[config.mk]
export PLATFORM = sky130hd
export DESIGN_NAME = s3_chien_forney
export DESIGN_NICKNAME = d
export VERILOG_FILES = /design/src/rtl/s3_chien_forney.sv
export SDC_FILE = /design/constraint.sdc
export NUM_CORES = 1
export LEC_CHECK = 0
export BUFFER_PORTS_ARGS = -buffer_cell sky130_fd_sc_hd__buf_2
export CAP_MARGIN = 20
export CORE_MARGIN = 5
export CORE_UTILIZATION = 45
export CTS_CLUSTER_SIZE = 10
export DETAILED_ROUTE_END_ITERATION = 7
export HOLD_SLACK_MARGIN = 0.08
export PLACE_DENSITY_LB_ADDON = 0.2
export SLEW_MARGIN = 40
export SYNTH_ARGS = -nofsm -noshare
export SYNTH_HDL_FRONTEND = slang
export SYNTH_SLANG_ARGS = --single-unit
[constraint.sdc]
create_clock -name clk -period 41 [get_ports clk]
set_input_delay 0 -clock clk [delete_from_list [all_inputs] [get_ports clk]]
set_output_delay 0 -clock clk [all_outputs]
set_load 0.05 [all_outputs]
[src/rtl/s3_chien_forney.sv]
// s3_chien_forney: Chien search plus Forney magnitude for RS(255,251), t=2, GF(2^8)/0x11D.
// Emits one registered err_pos/err_val beat per symbol, highest index first.
module s3_chien_forney (
  input  logic       clk,
  input  logic       rstn,
  input  logic       kes_done,
  input  logic [7:0] rs_lambda0,
  input  logic [7:0] rs_lambda1,
  input  logic [7:0] rs_lambda2,
  input  logic [7:0] rs_omega0,
  input  logic [7:0] rs_omega1,
  output logic       busy,
  output logic       err_vld,
  output logic [7:0] err_pos,
  output logic [7:0] err_val,
  output logic       chn_done,
  output logic [1:0] err_cnt,
  output logic       dec_fail
);
  typedef enum logic [3:0] {IDLE = 4'b0001, LOAD = 4'b0010, SCAN = 4'b0100, DONE = 4'b1000} state_t;
  state_t     state_q, state_d;
  logic [7:0] l0_q, l0_d, l1_q, l1_d, l2_q, l2_d, o0_q, o0_d, o1_q, o1_d;
  logic [7:0] t1_q, t1_d, t2_q, t2_d, xr_q, xr_d, inv_q, inv_d, c_q, c_d;
  logic [7:0] err_pos_q, err_pos_d, err_val_q, err_val_d;
  logic [1:0] cnt_q, cnt_d, err_cnt_q, err_cnt_d, deg;
  logic       err_vld_q, err_vld_d, dec_fail_q, dec_fail_d, live, root;
  function automatic logic [7:0] mul_a(input logic [7:0] x);
    return {x[6:0], 1'b0} ^ (x[7] ? 8'h1d : 8'h00);
  endfunction
  function automatic logic [7:0] mul_ainv(input logic [7:0] x);
    return {1'b0, x[7:1]} ^ (x[0] ? 8'h8e : 8'h00);
  endfunction
  function automatic logic [7:0] gf_mul(input logic [7:0] a, input logic [7:0] b);
    logic [7:0] r, x;
    r = 8'h00;
    x = a;
    for (int k = 0; k < 8; k++) begin
      r = b[k] ? r ^ x : r;
      x = mul_a(x);
    end
    return r;
  endfunction
  // a^254 == a^-1 for nonzero a, and 0 maps to 0
  function automatic logic [7:0] gf_inv(input logic [7:0] a);
    logic [7:0] r, p;
    r = 8'h01;
    p = a;
    for (int k = 0; k < 7; k++) begin
      p = gf_mul(p, p);
      r = gf_mul(r, p);
    end
    return r;
  endfunction
  always_comb begin
    state_d    = state_q;
    l0_d       = l0_q;
    l1_d       = l1_q;
    l2_d       = l2_q;
    o0_d       = o0_q;
    o1_d       = o1_q;
    t1_d       = t1_q;
    t2_d       = t2_q;
    xr_d       = xr_q;
    inv_d      = inv_q;
    c_d        = c_q;
    cnt_d      = cnt_q;
    err_cnt_d  = err_cnt_q;
    dec_fail_d = dec_fail_q;
    deg        = l2_q != 8'h00 ? 2'd2 : l1_q != 8'h00 ? 2'd1 : 2'd0;
    // the extra SCAN cycle at c=255 only drains the output register
    live       = state_q == SCAN && c_q != 8'hff;
    root       = live && (l0_q ^ t1_q ^ t2_q) == 8'h00;
    err_vld_d  = live;
    err_pos_d  = live ? 8'd254 - c_q : 8'h00;
    err_val_d  = root ? gf_mul(gf_mul(o0_q, xr_q) ^ o1_q, inv_q) : 8'h00;
    state_d    = state_q == IDLE ? (kes_done ? LOAD : IDLE) :
                 state_q == LOAD ? SCAN :
                 state_q == SCAN ? (c_q == 8'hff ? DONE : SCAN) : IDLE;
    if (state_q == IDLE && kes_done) begin
      l0_d       = rs_lambda0;
      l1_d       = rs_lambda1;
      l2_d       = rs_lambda2;
      o0_d       = rs_omega0;
      o1_d       = rs_omega1;
      err_cnt_d  = 2'd0;
      dec_fail_d = 1'b0;
    end
    if (state_q == LOAD) begin
      t1_d  = mul_a(l1_q);
      t2_d  = mul_a(mul_a(l2_q));
      xr_d  = 8'h8e;
      c_d   = 8'h00;
      cnt_d = 2'd0;
      inv_d = gf_inv(l1_q);
    end
    if (state_q == SCAN) begin
      t1_d  = mul_a(t1_q);
      t2_d  = mul_a(mul_a(t2_q));
      xr_d  = mul_ainv(xr_q);
      c_d   = c_q + 8'd1;
      cnt_d = root && cnt_q != 2'd3 ? cnt_q + 2'd1 : cnt_q;
    end
    if (state_q == SCAN && c_q == 8'hff) begin
      err_cnt_d  = cnt_q;
      dec_fail_d = cnt_q != deg || (l2_q != 8'h00 && l1_q == 8'h00) || l0_q == 8'h00;
    end
  end
  always_ff @(posedge clk or negedge rstn) begin
    if (!rstn) begin
      state_q    <= IDLE;
      l0_q       <= 8'h00;
      l1_q       <= 8'h00;
      l2_q       <= 8'h00;
      o0_q       <= 8'h00;
      o1_q       <= 8'h00;
      t1_q       <= 8'h00;
      t2_q       <= 8'h00;
      xr_q       <= 8'h00;
      inv_q      <= 8'h00;
      c_q        <= 8'h00;
      cnt_q      <= 2'd0;
      err_vld_q  <= 1'b0;
      err_pos_q  <= 8'h00;
      err_val_q  <= 8'h00;
      err_cnt_q  <= 2'd0;
      dec_fail_q <= 1'b0;
    end else begin
      state_q    <= state_d;
      l0_q       <= l0_d;
      l1_q       <= l1_d;
      l2_q       <= l2_d;
      o0_q       <= o0_d;
      o1_q       <= o1_d;
      t1_q       <= t1_d;
      t2_q       <= t2_d;
      xr_q       <= xr_d;
      inv_q      <= inv_d;
      c_q        <= c_d;
      cnt_q      <= cnt_d;
      err_vld_q  <= err_vld_d;
      err_pos_q  <= err_pos_d;
      err_val_q  <= err_val_d;
      err_cnt_q  <= err_cnt_d;
      dec_fail_q <= dec_fail_d;
    end
  end
  assign busy     = state_q != IDLE;
  assign chn_done = state_q == DONE;
  assign err_vld  = err_vld_q;
  assign err_pos  = err_pos_q;
  assign err_val  = err_val_q;
  assign err_cnt  = err_cnt_q;
  assign dec_fail = dec_fail_q;
endmodule
* Word-level counts from Yosys, hierarchy flattened
Index checks and enable logic that the tools add are counted.
Storage, ports and cells: output and inout port bits 22, input port bits 43, flip-flop bits (word level) 106, logic and storage cells 535
Operators by class: muxes and demuxes 263, equal/unequal tests 10, bitwise operators 226, reduce and logical (&&, ||, !) cells 16, $add $sub $neg 3
Operator list (count):
- 8-bit 2-to-1 mux | 132
- 8-bit by 5-bit XOR with 8-bit output | 110
- 8-bit XOR | 108
- 5-bit 2-to-1 mux | 111
- 8-bit zero test | 3
- 4-bit 2-to-1 mux | 5
- 2-bit 2-to-1 mux | 8
- 8-bit nonzero test | 2
- 8-bit by 1-bit adder with 8-bit output, second input constant | 1
- 8-bit equality test, second input constant | 1
- 8-bit != test, second input constant | 1
- 8-bit subtractor, first input constant | 1
- 7-bit by 8-bit XOR with 8-bit output | 1
- 7-bit 2-to-1 mux | 1
- 1-bit NOT, first input constant | 7
- 1-bit logical AND | 6
- 6-bit 2-to-1 mux | 1
- 4-bit by 1-bit equality test with 1-bit output, second input constant | 1
- 4-bit by 2-bit equality test with 1-bit output, second input constant | 1
- 4-bit by 3-bit equality test with 1-bit output, second input constant | 1
- 4-bit equality test, second input constant | 1
- 1-bit 2-to-1 mux | 4
- 4-bit by 1-bit != test with 1-bit output, second input constant | 1
- 2-bit nonzero test | 2
- 7 further kinds | 8

* Longest topological paths before layout
Gate-level depths: netlist of the first run.
depth in word-level cells 127, gate-level depth with buffers 71, gate-level depth less buffers 57

* Worst setup path after synthesis of the first run
OpenSTA, ideal clock, no wires.
path type register to register, from register l1_q[7], to register inv_q[2], buffers on the path 13, slack 25.994 ns, data required time 40.923 ns, library setup time 0.077 ns, arrival time 14.930 ns, period minus slack after synthesis 15.006 ns, stages on the path, launching flop included 69, cells stage by stage dfrtp_1 -> ha_1 -> buf_2 -> buf_4 -> xor2_1 -> mux2i_1 -> or3_1 -> nand2_1 -> inv_1 -> ha_1 -> clkbuf_1 -> inv_1 -> a21oi_1 -> o211ai_1 -> a31oi_2 -> xnor2_2 -> xnor3_2 -> xnor2_4 -> [33 not listed] -> xnor2_1 -> xnor2_1 -> xnor2_1 -> clkbuf_1 -> clkbuf_1 -> ha_1 -> xnor2_1 -> nand2_1 -> xnor2_1 -> xnor2_1 -> xnor2_1 -> xnor2_1 -> inv_1 -> nor4_1 -> a311oi_1 -> xnor2_1 -> xnor3_1 -> o21ai_1
Between the ends: cells in the longest elaborated chain, start to end 124, elaborated cells between the ends (all ways) 382, those cells by class mux: 200; bitwise: 182
Ends and longest elaborated chain:
- start: declaration | RTL line 22 | logic [7:0] l0_q, l0_d, l1_q, l1_d, l2_q, l2_d, o0_q, o0_d, o1_q, o1_d;
- start signal: assignment | RTL line 130 | l1_q <= l1_d;
- 5-bit 2-to-1 mux / 8-bit 2-to-1 mux (equally long branches) | RTL line 28, 38
- 8-bit by 5-bit XOR with 8-bit output / 8-bit XOR (equally long branches) | RTL line 28, 38
- 8-bit XOR / 8-bit 2-to-1 mux (equally long branches) | RTL line 38 | r = b[k] ? r ^ x : r;
- 8-bit 2-to-1 mux / 8-bit XOR (equally long branches) | RTL line 38
- 8-bit XOR / 8-bit 2-to-1 mux (equally long branches) | RTL line 38
- 8-bit 2-to-1 mux / 8-bit XOR (equally long branches) | RTL line 38
- 8-bit XOR / 8-bit 2-to-1 mux (equally long branches) | RTL line 38
- 8-bit 2-to-1 mux / 8-bit XOR (equally long branches) | RTL line 38
- [108 not listed]
- 8-bit XOR | RTL line 38
- 8-bit 2-to-1 mux | RTL line 38
- 8-bit XOR | RTL line 38
- 8-bit 2-to-1 mux | RTL line 38
- 8-bit XOR | RTL line 38
- 8-bit 2-to-1 mux | RTL line 38
- 8-bit XOR | RTL line 38
- 8-bit 2-to-1 mux * | RTL line 38
- end signal: assignment | RTL line 137 | inv_q <= inv_d;
- end: declaration | RTL line 23 | logic [7:0] t1_q, t1_d, t2_q, t2_d, xr_q, xr_d, inv_q, inv_d, c_q, c_d;
Every way passes the cells marked *; elsewhere a longest branch is shown, timed or not. A chain may end at the register's enable or synchronous reset.

* Worst setup path in the final report of the first run
from register l1_q[2], to register inv_q[4]
Between the ends: cells in the longest elaborated chain, start to end 122, elaborated cells between the ends (all ways) 379, those cells by class mux: 197; bitwise: 182
Ends and longest elaborated chain:
- 8-bit by 5-bit XOR with 8-bit output | RTL line 28 | return {x[6:0], 1'b0} ^ (x[7] ? 8'h1d : 8'h00);
- 8-bit XOR | RTL line 38
- 8-bit 2-to-1 mux | RTL line 38
- 8-bit XOR | RTL line 38
- 8-bit 2-to-1 mux | RTL line 38
- 8-bit XOR | RTL line 38
- 8-bit 2-to-1 mux | RTL line 38
- 8-bit XOR | RTL line 38
- [106 not listed]
- 8-bit XOR | RTL line 38
- 8-bit 2-to-1 mux | RTL line 38
- 8-bit XOR | RTL line 38
- 8-bit 2-to-1 mux | RTL line 38
- 8-bit XOR | RTL line 38
- 8-bit 2-to-1 mux | RTL line 38
- 8-bit XOR | RTL line 38
- 8-bit 2-to-1 mux * | RTL line 38
Marks and branches as above.

==> impl_metrics.py, run 1 <==
metrics = {
    "outcome": {
        "outcome": "completed",
    },
    "logic_synthesis": {
        "synth-seq-cells": 106,
        "syn_inst": 2803,
        "syn_area_um2": 21880,
        "ys_warn_count": 0,
        "synth.distinct_cells": 105,
        "synthMuxAreaShare_pct": 2.848,
        "synth_edf_count": 0,
        "synth_compound_area_share_pct": 14.80,
        "async_flop_share_pct": 100.0,
        "synth_top_cell_by_area": "xnor2_1",
        "synthAdderAreaFrac_pct": 0.8005,
        "synth_top_flop_cell": "dfrtp_1",
        "synth_xor_area_share_pct": 42.99,
        "ys_seq_area_share_pct": 12.13,
        "synth_top_area_share_pct": 20.05,
        "synth_most_common_cell": "xnor2_1",
        "synthTopCellsByArea": "xnor2_1, dfrtp_1, xnor3_1",
        "synth_simple_gate_area_share_pct": 21.43,
        "avgSynthCellArea_um2": 7.806,
        "synth_top_family_by_area": "XOR/XNOR gates",
        "syn_nets": 2860,
        "ys_top_cells_by_count": "xnor2_1, nand2_1, nor2_1",
    },
    "worst_setup_path": {
        "r2r-end": "inv_q[4]",
        "cp_data_arrival_time_ps": 18270,
        "r2r_slack_ps": 22960,
        "cp_top_family": "XOR/XNOR gates",
        "r2r_start": "l1_q[2]",
        "crit_slowest_cell": "ha_1",
        "cp_data_required_time_ps": 41230,
        "cp-end-kind": "flip-flop",
        "startpoint_type": "flip-flop",
        "crit_buf_inv": 9,
        "ff2ff_path_depth": 57,
        "crit_type": "reg2reg",
        "slowest_delay_ps": 810,
        "critical_path.max_fanout": 29,
    },
    "placement": {
        "dp.cells": 3337,
        "portBuffers": 64,
        "gp_congestion": 0.9200,
        "dp_hpwl_um": 43920,
    },
    "routing": {
        "first_iter_violations": 2116,
        "ant_nets": 0,
        "totalWireLength_um": 61810,
        "wire_per_inst_um": 18.20,
        "drc_errors": 0,
        "dr.pass1.iters": 5,
        "vias": 19560,
        "vias_per_cell": 5.759,
    },
    "global_routing": {
        "antenna_found_initial": 0,
        "grt_use_total_pct": 22.34,
        "overflow": 0,
        "grt_pass1_vias": 18620,
        "grt_first_pass_wirelength_um": 100200,
        "grt_max_degree": 85,
    },
    "sta": {
        "min_period_ps": 18040,
        "hold_viol_final": 0,
        "fin_crit_sh_pct": 43.99,
        "skew_ps": 15.53,
        "setup_violations": 0,
        "max_freq_mhz": 55.45,
        "setup_tns_ps": 0,
        "slew_violations": 0,
        "slew_headroom_pct": 43.72,
        "tightest_slew_ps": 840.1,
        "rsz0062_at_grt": "no",
    },
    "final_layout": {
        "seqCellArea_um2": 2655,
        "fillCellCount": 4568,
        "diodes": 0,
        "layout.nets": 2833,
        "area_growth_pct": 7.199,
        "multi_input_area_um2": 18360,
        "layout-drive-gt1-share_pct": 9.817,
        "fin_cells": 3396,
    },
    "floorplanning": {
        "dieWidth_um": 230.5,
        "start_util_pct": 45.64,
        "fp.coreArea_um2": 47950,
        "placementRows": 80,
        "dieArea_um2": 53130,
        "die_y_um": 230.5,
        "io_pins": 65,
    },
    "cts": {
        "path_clk_slew_ps": 90,
        "cts_resized": 0,
        "cts.path.max_buffers": 2,
        "post_cts_buffers": 0,
        "numClockSinks": 106,
        "cts_hold_buf": 42,
        "cts_tree": "done",
        "cts_buffers": 9,
        "htree_levels": 3,
        "clk_latency_ps": 360,
        "ctsRootBufferMaster": "clkbuf_16",
    },
    "worst_hold_path": {
        "hold_end": "l2_q[0]",
        "hp-start": "kes_done",
        "hold_depth": 5,
        "min_path_type": "in2reg",
    },
    "flow_run": {
        "maxCapViolCount": 0,
    },
}
-- logic make-up after synthesis --
| group | count (synthesis) |
|---|---|
| fa+ha+maj | 14 |
| buf+inv | 246 |
| flops | 106 |
| simple gates | 1081 |
| mux | 61 |
| compound gates | 478 |
| xor+xnor | 817 |
-- per-layer routing --
| metal | vias to the layer above | GRT usage [%] | share of wire, % | wire, um |
|---|---|---|---|---|
| met5 | - | 0 | 0 | 0 |
| met4 | 0 | 4.689 | 1.7 | 1052 |
| met3 | 72 | 1.843 | 5.7 | 3521 |
| met2 | 641 | 35.52 | 45 | 27540 |
| met1 | 9386 | 33.34 | 48 | 29700 |
| li1 | 9460 | - | - | - |
-- worst min-delay path, delay by kind of cell --
family	cells	cell delay [ps]
buffers and inverters	2	320
and+or+nand+nor	3	210
-- per-stage QoR --
step                hold WS [ps]  utilization [%]  setup WS (ps)  area [um^2]
floorplan                 -295.6                -          25990        21880
global placement          -94.68            47.11          23360        22590
detailed placement        -87.23            47.25          22980        22660
CTS                        201.1            48.79          22900        23390
global route               242.0            48.92          21730        23460
finish                     209.0            48.92          22960        23460
-- cells in the final DEF (no fill, tap or decap), types with 26 or more instances in the layout --
cell and n:
mux2i_1 54, xnor2_2 48, nand2_1 488, dfrtp_1 104
o21ai_0 100, buf_2 64, nor3_1 65, xnor2_1 484
nor2_1 316, xor2_1 135, inv_1 32, xnor3_1 94
buf_4 57, nand3_1 50, a21oi_1 88, a211oi_1 34
o211ai_1 26, a31oi_1 29, dlygate4sd3_1 41
-- flip-flops by register name (all words and copies together) (netlist names) --
signal / cells
t1_q: 8
t2_q: 8
o0_q: 8
xr_q: 8
state_q: 4
cnt_q: 2
err_val: 8
err_pos: 8
c_q: 8
o1_q: 8
l2_q: 8
l0_q: 8
l1_q: 8
inv_q: 8
dec_fail: 1
err_cnt: 2
err_vld: 1
-- worst max path at each step --
| stage | startpoint | endpoint | slack (ps) | cells past startpoint |
|---|---|---|---|---|
| 6_report | l1_q[2] | inv_q[4] | 22960 | 57 |
| 2_1_floorplan | l1_q[7] | inv_q[2] | 25990 | 68 |
| 4_1_cts | l1_q[2] | inv_q[4] | 22900 | 57 |
| 5_1_grt | l1_q[2] | inv_q[4] | 21730 | 51 |
| 3_3_place_gp | l1_q[2] | inv_q[4] | 23360 | 53 |
| 3_5_place_dp | l1_q[2] | inv_q[4] | 22980 | 57 |
-- layout make-up --
class / instances / area share [%]
Clock inverter: 7 / 0.3894
Inverter: 44 / 0.7041
Timing Repair Buffer: 164 / 5.062
Clock buffer: 9 / 0.9602
Sequential cell: 106 / 11.32
Tap cell: 615 / 3.281
Multi-Input combinational cell: 2451 / 78.28
Power of run 1 is left out: the tool's default activity adds up to more than one toggle a clock period on the data nets, which glitch-free logic cannot reach.
==> run 2: changes to the inputs <==
==> constraint.sdc (replaced) <==
create_clock -name clk -period 16.5 [get_ports clk]
set_input_delay 0 -clock clk [delete_from_list [all_inputs] [get_ports clk]]
set_output_delay 0 -clock clk [all_outputs]
set_load 0.05 [all_outputs]
==> impl_metrics.py, run 2 (synthesis gave the netlist of run 1 again) <==
metrics = {
    "global_routing": {
        "grt_use_total_pct": 22.45,
        "grt_first_pass_wirelength_um": 100600,
        "grt_pass1_vias": 18690,
        "antenna_found_initial": 0,
        "grt_max_degree": 84,
        "overflow": 0,
    },
    "floorplanning": {
        "placementRows": 80,
        "io_pins": 65,
        "fp.coreArea_um2": 47950,
        "dieArea_um2": 53130,
        "start_util_pct": 45.64,
        "dieWidth_um": 230.5,
        "die_y_um": 230.5,
    },
    "worst_setup_path": {
        "cp-end-kind": "flip-flop",
        "crit_type": "reg2reg",
        "slowest_delay_ps": 670,
        "cp_data_required_time_ps": 16730,
        "critical_path.max_fanout": 29,
        "crit_path_frequent_cell": "xnor3_1",
        "startpoint_type": "flip-flop",
        "crit_slowest_cell": "xnor3_1",
        "ff2ff_path_depth": 51,
        "cp_data_arrival_time_ps": 15810,
    },
    "sta": {
        "min_period_ps": 15580,
        "setup_ws_ps": 922.8,
        "hold_viol_final": 0,
        "fin_crit_sh_pct": 94.41,
        "slew_headroom_pct": 44.48,
        "slew_violations": 0,
        "setup_violations": 0,
        "fin_hold_ws_ps": 219.8,
        "tightest_slew_ps": 826.5,
        "skew_ps": 11.08,
        "max_freq_mhz": 64.20,
    },
    "outcome": {
        "outcome": "completed",
    },
    "final_layout": {
        "layout-drive-gt1-share_pct": 10.62,
        "layout.nets": 2857,
        "final_cell_mix": "nand2_1, xnor2_1, nor2_1",
        "diodes": 0,
        "final_common_cell": "nand2_1",
        "area_growth_pct": 8.074,
    },
    "flow_run": {
        "maxCapViolCount": 0,
    },
    "cts": {
        "htree_levels": 3,
        "cts.path.max_buffers": 2,
        "clk_latency_ps": 360,
        "path_clk_slew_ps": 90,
        "cts_buffers": 9,
        "cts_tree": "done",
        "numClockSinks": 106,
        "ctsRootBufferMaster": "clkbuf_16",
    },
    "routing": {
        "dr.pass1.iters": 6,
        "ant_nets": 0,
        "totalWireLength_um": 61980,
        "first_iter_violations": 1841,
        "wire_per_inst_um": 18.12,
        "vias": 19570,
        "drc_errors": 0,
        "vias_per_cell": 5.721,
    },
    "worst_hold_path": {
        "min_path_type": "in2reg",
        "hold_depth": 5,
    },
    "placement": {
        "dp_hpwl_um": 45260,
        "post-place-ws_ps": 340.2,
        "portBuffers": 64,
        "gp_congestion": 0.9316,
    },
}
## run 2: changes by cell type in the layout (fill, tap and decap cells not counted), moves of 2 or more
cell     delta
buf_4      +25
xnor2_1     -3
xnor2_2     +2
xnor3_1     +2
xnor3_2     -2
## run 2: layer usage
metal  part of all wire (%)  wire length [um]  GRT usage (%)
met3                    6.5              4006          2.519
met4                    1.8              1127          5.119
met5                      0                 0              0
met2                     44             27410          35.27
met1                     47             29430          33.27
## run 2: metrics by stage
step / area, um^2 / setup TNS (ps) / util (%) / instances
6_report: 23650 / 0 / 49.32 / 3420
5_1_grt: 23650 / -8.029 / 49.32 / 3420
4_1_cts: 23570 / 0 / 49.15 / 3419
3_5_place_dp: 22840 / 0 / 47.64 / 3361
3_3_place_gp: 22770 / 0 / 47.48 / 3361
2_1_floorplan: 21880 / 0 / - / 2803
## run 2: path summary, 6_finish.rpt
| path | from | end | slack [ps] |
|---|---|---|---|
| worst max-delay path | l1_q[7] | inv_q[4] | 920 |
| worst min-delay path | kes_done | l0_q[1] | 220 |
| worst max register to register | l1_q[7] | inv_q[4] | 920 |
| worst min register to register | o1_q[7] | o1_q[7] | 500 |
| max in group asynchronous | rstn | inv_q[6] | 15680 |
| min in group asynchronous | rstn | l0_q[4] | 280 |
## run 2: area by class of cell
| class | instances | area, um^2 |
|---|---|---|
| multi-input combinational | 2451 | 18400 |
| clock buffer | 9 | 225.2 |
| fill | 4620 | 24300 |
| tap | 615 | 769.5 |
| timing repair buffer | 188 | 1360 |
| clock inverter | 7 | 78.83 |
| sequential | 106 | 2654 |
| inverter | 44 | 165.2 |
## run 2: timing repair
action / 4_1_cts / 5_1_grt
endpoints found under the hold margin: 63 / 0
gates resized for setup: 0 / 6
buffers inserted: 0 / 1
hold buffers: 42 / 0
setup endpoints to repair: 0 / 8
## run 2: critical path: cells and delay by family, from the launching register on
kind	cells	cell delay, ps
xor gates and xnor gates	20	7490
AOI/OAI and AO/OA	12	2380
muxes	1	240
buffers and inverters	6	1240
DFF	1	360
adders and majority gates	3	1240
and+or+nand+nor	9	2430
Power of run 2 is left out for the same reason.
